## config.mk

```make
export PLATFORM = sky130hd
export DESIGN_NAME = q2_state_sequencer
export DESIGN_NICKNAME = d
export VERILOG_FILES = /design/src/rtl/q2_seq_pkg.sv /design/src/rtl/q2_step_edge.sv /design/src/rtl/q2_state_sequencer.sv
export SDC_FILE = /design/constraint.sdc
export NUM_CORES = 1
export LEC_CHECK = 0
export BUFFER_PORTS_ARGS = -buffer_cell sky130_fd_sc_hd__buf_2
export CAP_MARGIN = 30
export CORE_MARGIN = 10
export CORE_UTILIZATION = 51
export CTS_CLUSTER_SIZE = 40
export DETAILED_ROUTE_END_ITERATION = 16
export GPL_ROUTABILITY_DRIVEN = 1
export HOLD_SLACK_MARGIN = 0.08
export PLACE_DENSITY = 0.9
export SLEW_MARGIN = 20
export SYNTH_ARGS = -nofsm -noshare
export SYNTH_HDL_FRONTEND = slang
export SYNTH_SLANG_ARGS = --single-unit
```

## constraint.sdc

```tcl
create_clock -name clk -period 2.5 [get_ports clk]
set_clock_uncertainty 0.05 [all_clocks]
set_input_delay 0.25 -clock clk [delete_from_list [all_inputs] [get_ports clk]]
set_output_delay 0.25 -clock clk [all_outputs]
set_load 0.05 [all_outputs]
```

## src/rtl/q2_seq_pkg.sv

```systemverilog
// Shared definitions for the Q2 machine-state sequencer: state encodings,
// opcode field width and the shift-class opcode decode.
package q2_seq_pkg;

  localparam int OP_W  = 3;
  localparam int CNT_W = 3;

  typedef enum logic [3:0] {
    ST_FETCH    = 4'b0000,
    ST_DEREF    = 4'b0001,
    ST_LOAD     = 4'b0010,
    ST_EXEC     = 4'b0011,
    ST_ALU      = 4'b0100,
    ST_ALU_LAST = 4'b1000
  } state_e;

  // Shift-class instructions (o2=0 with a nonzero low field) run the bit-serial ALU.
  function automatic logic is_shift_op(input logic [OP_W-1:0] op);
    return ~op[2] & (op[1] | op[0]);
  endfunction

endpackage

```

## src/rtl/q2_step_edge.sv

```systemverilog
// Registered rising-edge detector for the single-step button; one-clock pulse per press.
module q2_step_edge (
  input  logic clk,
  input  logic rst,
  input  logic step,
  output logic pulse
);

  logic step_q;

  // NOTE: sequential state uses non-blocking assignments so every register
  // samples the pre-edge value of its neighbours.
  always_ff @(posedge clk) begin
    if (rst) begin
      step_q <= 1'b0;
      pulse  <= 1'b0;
    end else begin
      step_q <= step;
      pulse  <= step & ~step_q;
    end
  end

endmodule

```

## src/rtl/q2_state_sequencer.sv

```systemverilog
// Q2 CPU machine-state generator: two-clock states (read then write phase).
// Optional single-step control is enabled with the Q2_SINGLE_STEP_EN macro.
module q2_state_sequencer
  import q2_seq_pkg::*;
#(
  parameter int ALU_STEPS = 8,
  parameter int OP_MSB    = 7
) (
  input  logic            clk,
  input  logic            rst,
  input  logic            run,
  input  logic [7:0]      dbus,
`ifdef Q2_SINGLE_STEP_EN
  input  logic            step,
`endif
  output logic [3:0]      s,
  output logic [3:0]      ns,
  output logic            ws,
  output logic [OP_W-1:0] o,
  output logic [OP_W-1:0] no,
  output logic            deref,
  output logic            halted
);

  localparam logic [CNT_W-1:0] LAST_CNT = CNT_W'(ALU_STEPS - 2);

  state_e            state_q, state_d;
  logic              ws_q, ws_d;
  logic [OP_W-1:0]   o_q, o_d;
  logic              deref_q, deref_d;
  logic              halted_q, halted_d;
  logic [CNT_W-1:0]  cnt_q, cnt_d;
  logic [3:0]        ns_q;
  logic [OP_W-1:0]   no_q;

  logic [OP_W-1:0]   fetch_op;
  logic              fetch_deref;

  assign fetch_op    = dbus[OP_MSB -: OP_W];
  assign fetch_deref = dbus[OP_MSB-3];

`ifdef Q2_SINGLE_STEP_EN
  logic step_pulse;

  q2_step_edge u_step_edge (
    .clk   (clk),
    .rst   (rst),
    .step  (step),
    .pulse (step_pulse)
  );
`endif

  // NOTE: every variable written here gets a default first, so no path can
  // leave one unassigned and infer a latch.
  always_comb begin
    state_d  = state_q;
    ws_d     = ws_q;
    o_d      = o_q;
    deref_d  = deref_q;
    halted_d = halted_q;
    cnt_d    = cnt_q;

    if (!ws_q) begin
      // Read phase: either park (halted) or move on to the write phase.
      if (halted_q) begin
        if (run) begin
          ws_d     = 1'b1;
          halted_d = 1'b0;
        end
`ifdef Q2_SINGLE_STEP_EN
        else if (step_pulse) begin
          ws_d = 1'b1;
        end
`endif
      end else if (state_q == ST_FETCH && !run) begin
        halted_d = 1'b1;
      end else begin
        ws_d = 1'b1;
      end
    end else begin
      ws_d = 1'b0;
      unique case (state_q)
        ST_FETCH: begin
          o_d     = fetch_op;
          deref_d = fetch_deref;
          if (fetch_deref)       state_d = ST_DEREF;
          else if (!fetch_op[2]) state_d = ST_LOAD;
          else                   state_d = ST_EXEC;
        end
        ST_DEREF:    state_d = o_q[2] ? ST_EXEC : ST_LOAD;
        ST_LOAD:     state_d = ST_EXEC;
        ST_EXEC:     state_d = is_shift_op(o_q) ? ST_ALU : ST_FETCH;
        ST_ALU: begin
          cnt_d = cnt_q + 1'b1;
          if (cnt_q == LAST_CNT) state_d = ST_ALU_LAST;
        end
        ST_ALU_LAST: begin
          cnt_d   = '0;
          state_d = ST_FETCH;
        end
        default: begin
          cnt_d   = '0;
          state_d = ST_FETCH;
        end
      endcase
      // A stepped advance stays halted; a free-running one halts only on reaching FETCH.
      halted_d = halted_q ? !run : (state_d == ST_FETCH && !run);
    end
  end

  always_ff @(posedge clk) begin
    if (rst) begin
      state_q  <= ST_FETCH;
      ws_q     <= 1'b0;
      o_q      <= '0;
      deref_q  <= 1'b0;
      halted_q <= 1'b0;
      cnt_q    <= '0;
      ns_q     <= 4'b1111;
      no_q     <= '1;
    end else begin
      state_q  <= state_d;
      ws_q     <= ws_d;
      o_q      <= o_d;
      deref_q  <= deref_d;
      halted_q <= halted_d;
      cnt_q    <= cnt_d;
      ns_q     <= ~state_d;
      no_q     <= ~o_d;
    end
  end

  assign s      = state_q;
  assign ns     = ns_q;
  assign ws     = ws_q;
  assign o      = o_q;
  assign no     = no_q;
  assign deref  = deref_q;
  assign halted = halted_q;

endmodule
```

# ---- Word level (Yosys, flattened, before mapping)
# Index checks and enable logic that the tools add are counted.
dict set report totals {
  register_bits 20
  in_bits 11
  output_inout_bits 17
  elab_cells 48
}
dict set report op_classes {
  n_addsub 1
  eq_ne 5
  mux 19
  bitwise_logic 6
  reduce_logical 9
}
# op n
set op_table {}
lappend op_table {{4-bit case mux with 5 select lines} 1}
lappend op_table {{4-bit two-way mux} 3}
lappend op_table {{1-bit two-way mux} 10}
lappend op_table {{3-bit two-way mux} 3}
lappend op_table {{4-bit by 2-bit equality test with 1-bit output, second input constant} 2}
lappend op_table {{4-bit logical NOT} 2}
lappend op_table {{3-bit case mux with 2 select lines} 1}
lappend op_table {{4-bit by 1-bit equality test with 1-bit output, second input constant} 1}
lappend op_table {{4-bit by 3-bit equality test with 1-bit output, second input constant} 1}
lappend op_table {{4-bit NOT} 1}
lappend op_table {{2-bit AND reduction} 2}
lappend op_table {{4-bit OR reduction} 1}
lappend op_table {{3-bit by 1-bit adder with 3-bit output, second input constant} 1}
lappend op_table {{3-bit equality test, second input constant} 1}
lappend op_table {{3-bit NOT} 1}
lappend op_table {{1-bit logical AND} 2}
lappend op_table {{2-bit two-way mux} 1}
lappend op_table {{1-bit NOT} 2}
lappend op_table {{2-bit OR reduction} 1}
lappend op_table {{1-bit AND} 1}
lappend op_table {{1-bit logical NOT} 1}
lappend op_table {{1-bit OR} 1}

# ---- Logic depth before layout (Yosys ltp)
dict set report logic_depth {
  word_depth 9
  ltp_mapped 6
  mapped_depth_nobuf 6
}

# ---- Least setup slack after synthesis
# OpenSTA, ideal clock, no wires.
dict set report synth_path {
  path_kind {register -> register}
  start {register state_q[2] (netlist: s[2])}
  end {register cnt_q[2]}
  setup_ps 71
  t_arrival_ps 1865
  t_required_ps 2379
  slack_ps 514
  path_stages_with_launch 4
  n_path_buf 0
  synth_period_minus_slack_ps 1986
  path_cell_list {dfxtp_1 > or4b_4 > or4_1 > a21oi_1}
}
dict set report synth_via {
  elab_chain_cells 4
  word_cells_on_any_way 9
  classes_between {4 x eq/ne; 1 x mux; 1 x bitwise; 3 x reduce/logical}
}
# item line
set synth_rtl {}
lappend synth_rtl {{start, declared} q2_state_sequencer.sv:27} ;# state_e state_q, state_d;
lappend synth_rtl {{start signal, assigned} q2_state_sequencer.sv:122} ;# state_q <= state_d;
lappend synth_rtl {{4-bit by 2-bit equality test with 1-bit output (tied with other cells)} q2_state_sequencer.sv:82} ;# unique case (state_q)
lappend synth_rtl {{4-bit OR reduction (no source line)} n/a}
lappend synth_rtl {{1-bit NOT (no source line)} n/a}
lappend synth_rtl {{2-bit AND reduction (no source line)} n/a}
lappend synth_rtl {{end signal, assigned} q2_state_sequencer.sv:127} ;# cnt_q <= cnt_d;
lappend synth_rtl {{end, declared} q2_state_sequencer.sv:32} ;# logic [CNT_W-1:0] cnt_q, cnt_d;
# Parallel ways exist; a longest one is shown, timed or not.
# A chain may end at the register's enable or synchronous reset.

# ---- Worst setup path in the final report
dict set report layout_path {
  start {register state_q[3] (netlist: s[3])}
  end {register ns_q[0] (netlist: ns[0])}
}
dict set report layout_via {
  elab_chain_cells 5
  word_cells_on_any_way 9
  classes_between {4 x eq/ne; 3 x mux; 1 x bitwise; 1 x reduce/logical}
}
# item line
set layout_rtl {}
lappend layout_rtl {{4-bit by 3-bit equality test with 1-bit output (tied with other cells)} q2_state_sequencer.sv:82}
lappend layout_rtl {{4-bit case mux with 5 select lines (*)} q2_state_sequencer.sv:82}
lappend layout_rtl {{4-bit two-way mux (*) (2 in a row)} q2_state_sequencer.sv:63} ;# if (!ws_q) begin
lappend layout_rtl {{4-bit NOT (*)} q2_state_sequencer.sv:128} ;# ns_q <= ~state_d;
lappend layout_rtl {{end signal, assigned} q2_state_sequencer.sv:128}
lappend layout_rtl {{end, declared} q2_state_sequencer.sv:33} ;# logic [3:0] ns_q;
# Mark *: on every way between the ends. The rest lies on a longest branch, timed or not. The select of a mux whose other input is x is not followed.

==> metrics.cfg <==
[synthesis]
synth_seq_area_share_pct = 49.2
synth_ff_type = dfxtp_1
synth_edf_count = 0
ys_ff_latch = 20
syn_avg_cell_area_um2 = 8.95
ys_types = 27
yosysTopAreaCellShare_pct = 49.2
yosys-top-cells-count = dfxtp_1 (20), nor2_1 (12), a21oi_1 (9), nand2_1 (6)
synth_nets = 104
synth_most_common_cell = dfxtp_1
synth-warning-count = 0
synthCells = 91
synthArstFlopShare_pct = 0
synth_area_leaders = dfxtp_1 (49%), a21oi_1 (5.5%), nor2_1 (5.5%)
syn_area_um2 = 815
synth_top_cell_by_area = dfxtp_1

[critical_path]
cp_max_fo = 8
end_kind = flip-flop
cp-start-kind = flip-flop
worstPathArrival_ns = 2.08
worstPathRequired_ns = 2.65
critical_path_class = reg -> reg

[drt]
wl_um = 1880
drcViolationCount = 0
wl_per_cell_um = 14.3
firstDrtPassIters = 4
ant_nets = 0
vias = 726
drt-initial-drc-count = 12
routed_via_density = 5.54

[outcome]
status = finished clean

[sta]
setup-tns-final_ns = 0
setup_ws_ns = 0.570
setup_viol = 0
period_minus_slack_ns = 1.93
rsz0062_at_grt = false
worstMarginPinSlew_ns = 0.588
fin_worst_hold_slack_ns = 0.141
relSlewSlack_pct = 59.8
finalCritPeriodShare_pct = 77.2
finalHoldViolCount = 0
max_freq_mhz = 518
final_max_slew_viol_count = 0

[die]
initial_utilization_pct = 54.1
die_area_mm2 = 0.00360
core_mm2 = 0.00151
fp.dieH_um = 60.0
rows = 14
boundaryPins = 28
die_width_um = 60.0

[pwr]
p_total_mw = 0.843
p_leak_nw = 0.438
power.density_mw_per_mm2 = 849
peakVddDrop_v = 0.000639

[global_routing]
grt_max_degree = 19
first_global_vias = 669
grt_pass1_wl_um = 3040
grt-ovfl-total = 0
gr-usage-all-layers_pct = 10.8
antenna_found_initial = 0

[place]
gp_congestion = 0.752
detailed_place_hpwl_um = 1350
numPortBuffers = 23
dp_slack_ns = 0.583
dp_cells = 126

[cells_and_area]
drive_above_1_share_pct = 30.4
multi_input_area_um2 = 368
diodes = 0
stdcell_count = 131
seq_area_um2 = 400
syn_to_final_growth_pct = 21.8
nNetsFinal = 129
nFillCells = 133

[worst_hold_path]
hp-class = in -> reg

[clocking]
cts-buffers-inserted = 3
cts_resized = 0
clock-sinks = 20
cts_root_buf = clkbuf_4
clk_latency_ns = 0.31
htree_levels = 1
path_clk_slew_ns = 0.11
clock_path_buffers = 2
cts_tree = done

[job]
cap_violations = 0

layout make-up:
type                            instances  share of cell area [%]
Timing Repair Buffer                   25                    13.4
Clock buffer                            3                    2.27
Sequential cell                        20                    40.4
Clock inverter                          1                    3.03
Inverter                                5                    1.89
Multi-Input combinational cell         61                    37.1
Tap cell                               16                    2.02
cells in the final DEF (no fill, tap or decap), types with 2 or more instances in the layout:
master,n
inv_1,5
mux2i_1,4
nor2_1,12
or3_1,2
ha_1,2
or2_2,5
nor3_1,4
a21oi_1,9
nor4_1,2
clkbuf_4,3
dfxtp_1,20
o21ai_0,3
buf_2,23
nand2_1,6
path summary, 6_finish.rpt:
path | start | to | slack (ns) | cells past startpoint
setup / recovery | s[3]$_SDFF_PP0_ | ns[0]$_SDFF_PP1_ | 0.57 | 4
hold / removal | dbus[5] | o[0]$_SDFF_PP0_ | 0.14 | 3
setup reg to reg | s[3]$_SDFF_PP0_ | ns[0]$_SDFF_PP1_ | 0.57 | 4
hold reg to reg | deref$_SDFFE_PP0P_ | deref$_SDFFE_PP0P_ | 0.42 | 2
logic make-up after synthesis:
logic type	share of synthesized area, %
adder cells (fa/ha/maj)	3.07
buffers and inverters	5.68
AO/OA/AOI/OAI	12.6
multiplexers	4.92
flip-flops	49.2
AND/OR/NAND/NOR	24.6
power breakdown:
part	total, mW	internal (mW)	leakage, nW	switching, mW
Clock	0.259	0.162	0.0279	0.0965
Combinational	0.213	0.0629	0.247	0.150
Sequential	0.371	0.344	0.163	0.0270
Total	0.843	0.569	0.438	0.273
flip-flops by register name (all words and copies together) (netlist names):
name,cells
deref,1
s,4
ws,1
halted,1
ns,4
no,3
cnt_q,3
o,3
what timing repair did:
item                      in CTS  in global routing
hold endpoints to repair       1                  0
hold buffers                   1                  0
setup buffers                  0                  0
critical path, cell delays in order (launching register included):
cell       delay, ns
dfxtp_1         0.39
or2_2           0.33
a2111oi_0       0.57
mux2i_1         0.19
or2_2           0.30
through the flow:
step,instance area [um2],util (%)
after floorplan,815,-
after global placement,930,61.7
after detailed placement,930,61.7
after CTS,992,65.9
after global routing,992,65.9
final,992,65.9
routing by layer:
metal,global-route usage [%],vias up,part of all wire [%],wire [um]
met1,12.1,342,42,787
met4,5.13,0,0,0
met2,17.2,16,51,963
li1,-,368,-,-
met3,4.66,0,6.6,124
met5,0,-,0,0
(Power assumes the default switching activity.)
